[config.mk]
export PLATFORM = sky130hd
export DESIGN_NAME = sys_block_encoder_flat
export DESIGN_NICKNAME = d
export VERILOG_FILES = /design/src/rtl/sys_block_encoder_if.sv /design/src/rtl/sys_block_encoder.sv /design/src/flat_wrapper.sv
export SDC_FILE = /design/constraint.sdc
export NUM_CORES = 1
export LEC_CHECK = 0
export ABC_AREA = 1
export CAP_MARGIN = 10
export CORE_MARGIN = 4
export CORE_UTILIZATION = 50
export DETAILED_ROUTE_END_ITERATION = 8
export MAX_ROUTING_LAYER = met4
export PLACE_DENSITY = 0.82
export SLEW_MARGIN = 40
export SYNTH_ARGS = -nofsm -noshare
export SYNTH_HDL_FRONTEND = slang
export SYNTH_SLANG_ARGS = --single-unit
export TNS_END_PERCENT = 10
[constraint.sdc]
create_clock -name clk -period 4.05 [get_ports clk]
set_input_delay 1.215 -clock clk [delete_from_list [all_inputs] [get_ports clk]]
set_output_delay 1.215 -clock clk [all_outputs]
set_load 0.05 [all_outputs]
[src/rtl/sys_block_encoder_if.sv]
// Stream interface of the systematic block encoder: data words in, codewords out.
// Handshake: a transfer happens on a rising clock edge where valid and ready are
// both 1; the producer holds valid and its payload steady until that edge, and
// ready never depends combinationally on valid.
interface sys_block_encoder_if #(
   parameter int K     = 18,
   parameter int R     = 3,
   parameter int CNT_W = 16
) ();
   logic             in_valid;
   logic [K-1:0]     in_data;
   logic             in_ready;
   logic             enc_en;
   logic             out_valid;
   logic [K+R-1:0]   out_codeword;
   logic             out_ready;
   logic [CNT_W-1:0] cw_count;
   logic             overflow_err;

   // Source/sink side: drives the data word and the downstream ready.
   modport master (
      output in_valid, in_data, enc_en, out_ready,
      input  in_ready, out_valid, out_codeword, cw_count, overflow_err
   );

   // Encoder side.
   modport slave (
      input  in_valid, in_data, enc_en, out_ready,
      output in_ready, out_valid, out_codeword, cw_count, overflow_err
   );
endinterface

[src/rtl/sys_block_encoder.sv]
// Systematic block encoder: codeword = {check[R-1:0], data[K-1:0]}, where each
// check bit is the XOR of the data bits selected by its PARITY_MASK slice.
// Codewords queue in a DEPTH-entry circular buffer so the source can keep
// streaming while the channel stage applies backpressure.
module sys_block_encoder #(
   parameter int               K           = 18,
   parameter int               R           = 3,
   parameter logic [R*K-1:0]   PARITY_MASK = 54'h40_0008_0001,
   parameter int               DEPTH       = 2,
   parameter int               CNT_W       = 16
) (
   input logic                clk,
   input logic                rst_n,
   sys_block_encoder_if.slave bus
);
   localparam int N     = K + R;
   localparam int PTR_W = (DEPTH > 1) ? $clog2(DEPTH) : 1;
   localparam int OCC_W = $clog2(DEPTH + 1);
   localparam logic [8:0] STALL_MAX = 9'd256;

   logic [N-1:0]     mem [DEPTH];
   logic [PTR_W-1:0] wr_ptr;
   logic [PTR_W-1:0] rd_ptr;
   logic [OCC_W-1:0] occupancy;
   logic [OCC_W-1:0] occ_next;
   logic             in_ready_q;
   logic [CNT_W-1:0] cw_count_q;
   logic [8:0]       stall_cnt;
   logic             overflow_q;
   logic [R-1:0]     check;
   logic             push;
   logic             pop;
   logic             stall;

   // Pointers step 0..DEPTH-1 and wrap, so DEPTH need not be a power of two.
   function automatic logic [PTR_W-1:0] ptr_inc(input logic [PTR_W-1:0] p);
      if (p == PTR_W'(DEPTH - 1)) return '0;
      return p + PTR_W'(1);
   endfunction

   assign push  = bus.in_valid && in_ready_q;
   assign pop   = (occupancy != '0) && bus.out_ready;
   assign stall = bus.in_valid && !in_ready_q;

   // Parity of the incoming word; all-zero check bits in pass-through mode.
   always_comb begin
      check = '0;
      if (bus.enc_en) begin
         for (int r = 0; r < R; r++) begin
            check[r] = ^(bus.in_data & PARITY_MASK[r*K +: K]);
         end
      end
   end

   // Occupancy after this edge; a simultaneous push and pop leaves it unchanged.
   always_comb begin
      occ_next = occupancy;
      if (push && !pop) begin
         occ_next = occupancy + OCC_W'(1);
      end else if (pop && !push) begin
         occ_next = occupancy - OCC_W'(1);
      end
   end

   // Buffer storage, pointers, occupancy and the registered ready.
   always_ff @(posedge clk or negedge rst_n) begin
      if (!rst_n) begin
         for (int i = 0; i < DEPTH; i++) begin
            mem[i] <= '0;
         end
         wr_ptr     <= '0;
         rd_ptr     <= '0;
         occupancy  <= '0;
         in_ready_q <= 1'b0;
      end else begin
         if (push) begin
            mem[wr_ptr] <= {check, bus.in_data};
            wr_ptr      <= ptr_inc(wr_ptr);
         end
         if (pop) begin
            rd_ptr <= ptr_inc(rd_ptr);
         end
         occupancy  <= occ_next;
         in_ready_q <= (occ_next < OCC_W'(DEPTH));
      end
   end

   // Delivered-codeword counter; wraps silently.
   always_ff @(posedge clk or negedge rst_n) begin
      if (!rst_n) begin
         cw_count_q <= '0;
      end else if (pop) begin
         cw_count_q <= cw_count_q + CNT_W'(1);
      end
   end

   // Consecutive-stall counter saturating at 256; reaching it latches the error.
   always_ff @(posedge clk or negedge rst_n) begin
      if (!rst_n) begin
         stall_cnt  <= '0;
         overflow_q <= 1'b0;
      end else if (stall) begin
         if (stall_cnt != STALL_MAX) begin
            stall_cnt <= stall_cnt + 9'd1;
         end
         if (stall_cnt == STALL_MAX - 9'd1) begin
            overflow_q <= 1'b1;
         end
      end else begin
         stall_cnt <= '0;
      end
   end

   assign bus.in_ready     = in_ready_q;
   assign bus.out_valid    = (occupancy != '0);
   assign bus.out_codeword = mem[rd_ptr];
   assign bus.cw_count     = cw_count_q;
   assign bus.overflow_err = overflow_q;
endmodule

[src/flat_wrapper.sv]
// flat-port wrapper written by rule: the top's interface ports become plain ports
module sys_block_encoder_flat 
#(
   parameter int               K           = 18,
   parameter int               R           = 3,
   parameter logic [R*K-1:0]   PARITY_MASK = 54'h40_0008_0001,
   parameter int               DEPTH       = 2,
   parameter int               CNT_W       = 16
)
  (clk, rst_n, bus_in_valid, bus_in_data, bus_enc_en, bus_out_ready, bus_in_ready, bus_out_valid, bus_out_codeword, bus_cw_count, bus_overflow_err);
  sys_block_encoder_if #(.K(K), .R(R), .CNT_W(CNT_W)) bus_i ();
  input logic clk;
  input logic rst_n;
  input wire logic [$bits(bus_i.in_valid)-1:0] bus_in_valid;
  input wire logic [$bits(bus_i.in_data)-1:0] bus_in_data;
  input wire logic [$bits(bus_i.enc_en)-1:0] bus_enc_en;
  input wire logic [$bits(bus_i.out_ready)-1:0] bus_out_ready;
  output wire logic [$bits(bus_i.in_ready)-1:0] bus_in_ready;
  output wire logic [$bits(bus_i.out_valid)-1:0] bus_out_valid;
  output wire logic [$bits(bus_i.out_codeword)-1:0] bus_out_codeword;
  output wire logic [$bits(bus_i.cw_count)-1:0] bus_cw_count;
  output wire logic [$bits(bus_i.overflow_err)-1:0] bus_overflow_err;
  assign bus_i.in_valid = bus_in_valid;
  assign bus_i.in_data = bus_in_data;
  assign bus_i.enc_en = bus_enc_en;
  assign bus_i.out_ready = bus_out_ready;
  assign bus_in_ready = bus_i.in_ready;
  assign bus_out_valid = bus_i.out_valid;
  assign bus_out_codeword = bus_i.out_codeword;
  assign bus_cw_count = bus_i.cw_count;
  assign bus_overflow_err = bus_i.overflow_err;
  sys_block_encoder #(.K(K), .R(R), .PARITY_MASK(PARITY_MASK), .DEPTH(DEPTH), .CNT_W(CNT_W)) u_core (.clk(clk), .rst_n(rst_n), .bus(bus_i));
endmodule
==> impl_metrics.tcl <==
set metrics [dict create \
    status "finished clean" \
    firstDrtPassIters 4 \
    die_width_um 90.7 \
    clkLatencyLatePin_ps 340 \
    crit_required_ps 2830 \
    drtAntennaViolNets 0 \
    synth_area_um2 3420 \
    hold_path_class "reg2reg" \
    use_met1_pct 24.3 \
    dp_hpwl_um 4700 \
    io_pins 63 \
    synth_edf_count 0 \
    met3_usage_pct 5.50 \
    finalSetupViolCount 0 \
    multiInputGateArea_um2 1350 \
    overflow 0 \
    cp_cell_sequence "inv_1, nand2_1, nand2_1, clkdlybuf4s50_1" \
    maxCapViolCount 0 \
    rows 29 \
    busiest_layer "met2" \
    yosysMostFrequentCell "nand2_1" \
    critical_path.endpoint "bus_out_codeword[18]" \
    cts_root_buf "clkbuf_8" \
    maxSlewHeadroom_pct 49.8 \
    routabilityCongestion 0.810 \
    grt_usage_pct 18.3 \
    power_frac_seq_pct 35.1 \
    fin_skew_ps 7.53 \
    synth_cell_types 29 \
    core_area_um2 6490 \
    hold_viol 0 \
    async_reset_ff_share_pct 100 \
    diodes 0 \
    criticalPathCategory "reg2out" \
    reg2reg_depth 7 \
    dieArea_um2 8220 \
    p_total_mw 3.25 \
    postCtsSetupBuffers 0 \
    portBuffers 62 \
    swShare_pct 46.5 \
    syn_to_final_growth_pct 24.5 \
    cts_max_level 3 \
    fill_cells 539 \
    drv_slew 0 \
    path_depth 4 \
    die_height_um 90.7 \
    fin_crit_ps 3510 \
    postCtsHoldBufs 0 \
    via_count 2754 \
    endpoint_kind "output pin" \
    critical_path.top_delay_family "buffers and inverters" \
    start_util_pct 52.6 \
    grt_pass1_vias 2659 \
    synthCells 411 \
    cp.buffers_inverters 2 \
    worstMarginPinSlew_ps 752 \
    grt.met2_usage_pct 27.2 \
    synth_warnings 0 \
    synthFlopType "dfrtp_1" \
    numCtsBuffers 9 \
    ys_ff_latch 73 \
    slowest_delay_ps 800 \
    drc 0 \
    post_drt_wl_per_cell_um 12.4 \
    setup_tns_ps 0 \
    post-route-period-util_pct 86.7 \
    p_clk_share_pct 14.1 \
    fin_nets 505 \
    synth_nets 441 \
    synth_area_leaders "dfrtp_1 53%, nand2_1 16%, o21ai_0 6.7%" \
    clkTransAtPathRegs_ps 70 \
    cts_tree "yes" \
    synth_top_area_cell "dfrtp_1" \
    ys_seq_area_share_pct 53.5 \
    synthTopCellsByCount "145 x nand2_1, 73 x dfrtp_1, 49 x inv_1, 46 x o21ai_0, 15 x nor2_1" \
    power_density_nw_per_um2 763 \
    p_sw_mw 1.51 \
    leakagePower_nw 2.15 \
    cp-startpoint "u_core.rd_ptr" \
    avgSynthCellArea_um2 8.31 \
    cpMaxStageDelayCell "clkdlybuf4s50_1" \
    grt_max_degree 74 \
    drt_iter0_markers 189 \
    start_kind "flop" \
    drive_gt1_share_pct 6.71 \
    rsz0062_at_grt "no" \
    regArea_um2 1830 \
    cp.arrival_ps 2300 \
    r2r_slack_ps 2370 \
    peakVddDrop_mv 0.685 \
    drt-total-wl_um 6850 \
    antenna_found_initial 0 \
    combPwrFrac_pct 50.8 \
    drt-vias-per-instance 4.97 \
    timing.rr.end "u_core.bus.in_ready" \
    intPower_mw 1.74 \
    r2r_start "u_core.occupancy[0]" \
    ctsResizeCount 0 \
    grt_pass1_wl_um 11900 \
    max_freq_ghz 0.285 \
    synth_top_cell_area_share_pct 53.5 \
    clk_path_buf_depth 2 \
    cpMostUsedCell "nand2_1" \
    clkSinkCount 73 \
    holdPathStages 1 \
    path_max_fanout 22 \
]
[final cells by class]
class	count	share of cell area, %
clock inverters	1	0.118
inverters	51	4.50
flip-flops and latches	73	42.9
multi-input cells	275	31.6
clock buffers	12	3.41
repair buffers	65	15.1
well taps	77	2.26
[worst min path at each step]
stage / start / to / slack, ps
finish: u_core.bus.overflow_err / u_core.bus.overflow_err / 470
CTS: u_core.bus.overflow_err / u_core.bus.overflow_err / 470
global placement: u_core.bus.overflow_err / u_core.bus.overflow_err / 440
detailed placement: u_core.bus.overflow_err / u_core.bus.overflow_err / 450
global route: u_core.bus.overflow_err / u_core.bus.overflow_err / 510
floorplan: flop / flop / 450
[power by group through the flow]
stage          combinational [mW]  clock (mW)  sequential, mW
3_5_place_dp                 1.66           0            1.15
2_1_floorplan                1.06           0            1.21
6_report                     1.65       0.459            1.14
5_1_grt                      1.79       0.512            1.17
4_1_cts                      1.67       0.478            1.14
3_3_place_gp                 1.63           0            1.14
[flip-flops by register name, indices dropped and copies added (netlist names), named ones only]
| name | flops |
|---|---|
| u_core.mem | 42 |
| u_core.bus.cw_count | 16 |
| u_core.stall_cnt | 9 |
| u_core.bus.in_ready | 1 |
| u_core.bus.overflow_err | 1 |
| u_core.occupancy | 1 |
| u_core.rd_ptr | 1 |
| u_core.wr_ptr | 1 |
[metal layers]
metal | part of all wire (%) | up-vias | wire (um)
li1 | - | 1397 | -
met1 | 49 | 1275 | 3350
met2 | 45 | 74 | 3090
met3 | 4.7 | 8 | 324
met4 | 1.3 | 0 | 89
met5 | 0 | - | 0
[logic make-up after synthesis]
| group | Yosys count | share of synthesized area, % |
|---|---|---|
| simple gates | 198 | 24.8 |
| flops | 73 | 53.5 |
| buf+inv | 63 | 7.14 |
| compound gates | 56 | 8.42 |
| xor+xnor | 14 | 3.59 |
| fa+ha+maj | 7 | 2.56 |
[stage by stage]
step	setup WS (ps)	area (um^2)	utilization [%]	instances	hold WS (ps)
final	538	4260	65.5	554	471
after global routing	298	4260	65.5	554	510
after CTS	511	4260	65.5	554	472
after detailed placement	896	4110	63.2	541	453
after global placement	925	4100	63.1	541	442
after floorplan	1660	3420	-	411	450
[cell usage in the layout, fill, tap and decap left out, types with 2 or more instances in the layout]
master	count
o21ai_1	4
clkdlybuf4s50_1	61
dfrtp_1	73
nor2_1	15
nand3_2	2
nand2_1	145
nor2_2	6
xnor2_1	6
nand2_2	3
clkbuf_1	2
clkbuf_8	10
a21oi_1	3
nor3_1	5
nand4_1	5
o21ai_0	46
inv_1	49
inv_2	2
nand3_1	12
xor2_1	8
ha_1	7
buf_4	3
(Power assumes the default switching activity.)
